`src/rtl/srv_pkg.sv`:
```
// Shared definitions for the line-fill engine: default line geometry and FSM states.
package srv_pkg;

  localparam int LINE_WORDS_DEF = 4;
  localparam int LINE_BITS_DEF  = 32 * LINE_WORDS_DEF;

  typedef enum logic [1:0] {
    LF_IDLE  = 2'd0,
    LF_ISSUE = 2'd1,
    LF_DRAIN = 2'd2,
    LF_RESP  = 2'd3
  } line_fill_state_t;

  // Width in bits of a line holding the given number of 32-bit words.
  function automatic int line_bits(input int words);
    return 32 * words;
  endfunction

endpackage

```
`src/rtl/srv_line_fill.sv`:
```
// Cache line-fill engine: fetches one line as LINE_WORDS sequential word reads,
// assembles the beats in order and pulses ext_rsp_o once the line is complete.
//
// state    | meaning
// ---------+--------------------------------------------------------------
// LF_IDLE  | waiting for ext_req_i; line register holds the last line
// LF_ISSUE | mem_req_o high, one word address per grant, beats captured
// LF_DRAIN | all requests granted, waiting for outstanding beats
// LF_RESP  | single cycle, ext_rsp_o high, line valid on ext_data_o
module srv_line_fill
  import srv_pkg::*;
#(
  parameter int LINE_WORDS = LINE_WORDS_DEF,
  parameter int ADDR_W     = 32
) (
  input  logic                    clk,
  input  logic                    rst_n,
  input  logic                    ext_req_i,
  input  logic [ADDR_W-1:0]       ext_addr_i,
  output logic                    ext_rsp_o,
  output logic [32*LINE_WORDS-1:0] ext_data_o,
  output logic                    busy_o,
  output logic                    mem_req_o,
  output logic [ADDR_W-1:0]       mem_addr_o,
  input  logic                    mem_gnt_i,
  input  logic                    mem_rvalid_i,
  input  logic [31:0]             mem_rdata_i
);

  localparam int LINE_BITS = line_bits(LINE_WORDS);
  localparam int CNT_W     = $clog2(LINE_WORDS) + 1;
  localparam int OFF_W     = $clog2(LINE_WORDS * 4);
  localparam logic [CNT_W-1:0] LAST_IDX = CNT_W'(LINE_WORDS - 1);
  localparam logic [CNT_W-1:0] FULL_CNT = CNT_W'(LINE_WORDS);

  line_fill_state_t       state_q, state_d;
  logic [CNT_W-1:0]       issue_cnt_q, issue_cnt_d;
  logic [CNT_W-1:0]       rsp_cnt_q, rsp_cnt_d;
  logic [ADDR_W-1:0]      mem_addr_q, mem_addr_d;
  logic [LINE_BITS-1:0]   line_q, line_d;

  logic grant;
  logic beat;
  logic unused_addr_bits;

  // Offset bits of the request address never reach the datapath.
  assign unused_addr_bits = ^ext_addr_i[OFF_W-1:0];

  assign grant = (state_q == LF_ISSUE) & mem_gnt_i;
  // A beat only counts while a granted request is still outstanding.
  assign beat  = mem_rvalid_i
               & ((state_q == LF_ISSUE) | (state_q == LF_DRAIN))
               & (rsp_cnt_q != issue_cnt_q);

  // Next-state, counter, address and line-register update.
  always_comb begin
    state_d     = state_q;
    issue_cnt_d = issue_cnt_q;
    rsp_cnt_d   = rsp_cnt_q;
    mem_addr_d  = mem_addr_q;
    line_d      = line_q;

    case (state_q)
      LF_IDLE: begin
        if (ext_req_i) begin
          state_d     = LF_ISSUE;
          issue_cnt_d = '0;
          rsp_cnt_d   = '0;
          mem_addr_d  = {ext_addr_i[ADDR_W-1:OFF_W], {OFF_W{1'b0}}};
        end
      end
      LF_ISSUE: begin
        if (grant) begin
          issue_cnt_d = issue_cnt_q + 1'b1;
          // The address stays on the last word once every request is out,
          // so a line at the top of the space never carries past it.
          if (issue_cnt_q == LAST_IDX) begin
            state_d = LF_DRAIN;
          end else begin
            mem_addr_d = mem_addr_q + ADDR_W'(4);
          end
        end
      end
      LF_DRAIN: begin
      end
      LF_RESP: begin
        state_d = LF_IDLE;
      end
      default: begin
        state_d = LF_IDLE;
      end
    endcase

    if (beat) begin
      rsp_cnt_d = rsp_cnt_q + 1'b1;
      for (int k = 0; k < LINE_WORDS; k++) begin
        if (rsp_cnt_q == CNT_W'(k)) begin
          line_d[32*k +: 32] = mem_rdata_i;
        end
      end
    end

    if (((state_q == LF_ISSUE) || (state_q == LF_DRAIN)) && (rsp_cnt_d == FULL_CNT)) begin
      state_d = LF_RESP;
    end
  end

  // State, counters, address and line register with async active-low reset.
  always_ff @(posedge clk or negedge rst_n) begin
    if (!rst_n) begin
      state_q     <= LF_IDLE;
      issue_cnt_q <= '0;
      rsp_cnt_q   <= '0;
      mem_addr_q  <= '0;
      line_q      <= '0;
    end else begin
      state_q     <= state_d;
      issue_cnt_q <= issue_cnt_d;
      rsp_cnt_q   <= rsp_cnt_d;
      mem_addr_q  <= mem_addr_d;
      line_q      <= line_d;
    end
  end

  assign mem_req_o  = (state_q == LF_ISSUE);
  assign busy_o     = (state_q != LF_IDLE);
  assign ext_rsp_o  = (state_q == LF_RESP);
  assign mem_addr_o = mem_addr_q;
  assign ext_data_o = line_q;

endmodule

```
`config.mk`:
```
export PLATFORM = sky130hd
export DESIGN_NAME = srv_line_fill
export DESIGN_NICKNAME = d
export VERILOG_FILES = /design/src/rtl/srv_pkg.sv /design/src/rtl/srv_line_fill.sv
export SDC_FILE = /design/constraint.sdc
export NUM_CORES = 1
export LEC_CHECK = 0
export ABC_AREA = 0
export ABC_CLOCK_PERIOD_IN_PS = 3360
export CAP_MARGIN = 20
export CORE_UTILIZATION = 51
export DETAILED_ROUTE_END_ITERATION = 8
export GPL_ROUTABILITY_DRIVEN = 0
export MAX_ROUTING_LAYER = met4
export PLACE_DENSITY = 0.87
export SYNTH_ARGS = -nofsm -noshare
export SYNTH_HDL_FRONTEND = slang
export SYNTH_SLANG_ARGS = --single-unit
```
`constraint.sdc`:
```
create_clock -name clk -period 3.36 [get_ports clk]
set_clock_uncertainty 0.2 [all_clocks]
set_input_delay 1.008 -clock clk [delete_from_list [all_inputs] [get_ports clk]]
set_output_delay 1.008 -clock clk [all_outputs]
set_load 0.05 [all_outputs]
```
==> impl_metrics.env <==
export IMPL_stdcell_area_um2=10500
export IMPL_clk_latency_ns=0.43
export IMPL_max_clock_freq_mhz=324
export IMPL_design_core_area_um2=14000
export IMPL_cts_made_buffers=17
export IMPL_cts_setup_buffers=0
export IMPL_final_max_slew_violation_count=0
export IMPL_arrival_ns=1.88
export IMPL_cp_max_fo=4
export IMPL_cts_resized_gates=0
export IMPL_stdcell_count=991
export IMPL_grt_pass1_vias=5757
export IMPL_setup_viol=0
export IMPL_clock_sinks=166
export IMPL_antenna_cells=0
export IMPL_firstDrtPassIters=5
export IMPL_path_clk_slew_ns=0.06
export IMPL_rows=43
export IMPL_yosysUniqueCellTypes=50
export IMPL_yosys_warnings=0
export IMPL_area_delta_synth_final_pct=41.4
export IMPL_drc_errors=0
export IMPL_drt_total_wl_mm=19.1
export IMPL_use_met1_pct=31.9
export IMPL_synth_seq_cells=166
export IMPL_async_flop_share_pct=100
export IMPL_wl_per_cell_um=19.3
export IMPL_ys_flop_type="dfrtp_1"
export IMPL_synth_top_area_cell="dfrtp_1"
export IMPL_portBuffers=225
export IMPL_dieArea_um2=15000
export IMPL_drv_cap=0
export IMPL_antenna_found_initial=0
export IMPL_synthTopCellsByArea="dfrtp_1 (56%), mux2_2 (18%), o22ai_1 (2.0%)"
export IMPL_drt_iter0_drc=248
export IMPL_slew_headroom_pct=58.2
export IMPL_path_class="reg -> out"
export IMPL_critPathLaunch="state_q[0]"
export IMPL_die_w_um=123
export IMPL_grt_use_met2_pct=46.0
export IMPL_setup_tns_ns=0
export IMPL_initial_core_util_pct=52.7
export IMPL_track_usage_pct=27.3
export IMPL_grt_busiest_layer="met2"
export IMPL_hold_path_startpoint="ext_data_o[51]"
export IMPL_syn_area_um2=7410
export IMPL_placed_cell_area_um2=9890
export IMPL_synth_edf_count=0
export IMPL_fill_cells=875
export IMPL_drtAntennaViolNets=0
export IMPL_cts_root_buf="clkbuf_16"
export IMPL_dp_cells=959
export IMPL_dp_hpwl_mm=13.0
export IMPL_timing_final_crit_share_pct=91.9
export IMPL_ios=232
export IMPL_hold_violations=0
export IMPL_cts_tree="done"
export IMPL_worstSetupStartpointType="register"
export IMPL_end_kind="output pin"
export IMPL_nNetsFinal=878
export IMPL_synth_most_common_cell="dfrtp_1"
export IMPL_min_period_ns=3.09
export IMPL_die_y_um=123
export IMPL_rsz0062_at_grt="no"
export IMPL_status="finished clean"
export IMPL_synth_top_area_share_pct=56.1
export IMPL_via_per_inst=5.62
export IMPL_synth_common_cells="dfrtp_1 (166), mux2_2 (121), o22ai_1 (24)"
export IMPL_cts_htree_levels=4
export IMPL_crit_required_ns=2.15
export IMPL_synth_area_per_cell_um2=13.0
export IMPL_final_util_pct=74.6
export IMPL_cts_hold_buffers=0
export IMPL_synth_cells=571
export IMPL_overflow=0
export IMPL_grt_max_degree=62
export IMPL_hold_class="reg -> reg"
export IMPL_grt_pass1_wl_mm=30.3
export IMPL_clk_path_buf_depth=2
export IMPL_tightest_slew_ns=0.627
export IMPL_r2r_start="state_q[1]"
export IMPL_grt_util_met3_pct=7.02
export IMPL_vias=5565
export IMPL_synth_seq_area_share_pct=56.1
export IMPL_drive_gt1_share_pct=22.4
[worst paths after layout]
| check | endpoint | slack [ns] | depth (start not counted) |
|---|---|---|---|
| worst max-delay path | ext_rsp_o | 0.27 | 2 |
| worst min-delay path | ext_data_o[51] | 0.29 | 1 |
| worst max register to register | mem_addr_o[28] | 0.83 | 8 |
| worst min register to register | ext_data_o[51] | 0.29 | 1 |
| max in group asynchronous | ext_data_o[82] | 1.92 | 2 |
| min in group asynchronous | ext_data_o[37] | 0.31 | 1 |
[per-stage QoR]
step                      setup slack (ns)  hold slack, ns
final                                0.272           0.288
after global routing                 0.161           0.315
after CTS                           0.0439           0.292
after detailed placement             0.299           0.277
after global placement               0.381           0.267
after floorplan                      0.959           0.289
[worst max-delay path, cell delays in order, from the launching register on]
cell	delay (ns)
dfrtp_1	0.39
ha_1	0.21
clkdlybuf4s50_1	0.86
[layout by cell type, fill, tap and decap left out, types with 3 or more instances in the layout]
| master | instances |
|---|---|
| xnor2_1 | 3 |
| nor2_1 | 10 |
| clkbuf_16 | 17 |
| a21o_1 | 3 |
| ha_1 | 11 |
| and2_1 | 4 |
| buf_12 | 7 |
| clkdlybuf4s50_1 | 222 |
| a221o_1 | 3 |
| mux2_1 | 8 |
| nand3b_1 | 3 |
| nor3b_1 | 4 |
| o21ai_0 | 18 |
| nand2b_1 | 4 |
| clkinv_2 | 3 |
| o22ai_1 | 24 |
| a22oi_1 | 3 |
| dfrtp_1 | 166 |
| mux2i_1 | 13 |
| mux2_2 | 121 |
| nand3_1 | 21 |
| and4_1 | 5 |
| nand2_1 | 20 |
| nor3_1 | 5 |
| clkbuf_1 | 3 |
| nand4_1 | 10 |
| and3_1 | 12 |
| inv_1 | 15 |
| a21oi_1 | 22 |
| clkinv_4 | 3 |
| nor2_4 | 3 |
| buf_4 | 7 |
[layer usage]
metal | vias to the layer above | wire, um
met5 | - | 0
met4 | 0 | 289
met3 | 23 | 1390
met2 | 209 | 9830
met1 | 2801 | 7640
li1 | 2532 | -
[logic make-up (layout without fill, tap and decap cells)]
logic type	after synthesis	in the layout	share of synthesized area, %
AO/OA/AOI/OAI	84	84	7.09
multiplexers	142	142	21.4
buffers and inverters	46	285	3.21
flip-flops	166	166	56.1
other	1	2	0.0506
XOR/XNOR	5	5	0.591
AND/OR/NAND/NOR	116	116	9.75
adder cells (fa/ha/maj)	11	11	1.86
[sequential cells by signal, indices dropped and copies added, names as in the netlist]
| name | count |
|---|---|
| ext_data_o | 128 |
| mem_addr_o | 30 |
| issue_cnt_q | 3 |
| rsp_cnt_q | 3 |
| state_q | 2 |
[final cells by class]
cell class	instances	area [um^2]	area share, %
repair buffers	238	2440	23.3
clock buffers	22	464	4.43
well taps	180	225	2.15
multi-input cells	360	3020	28.8
flip-flops and latches	166	4150	39.7
clock inverters	10	119	1.13
inverters	15	56.3	0.537
Power is not shown: default switching activity piles up to over one toggle a cycle in this logic, so the estimate is an artifact.
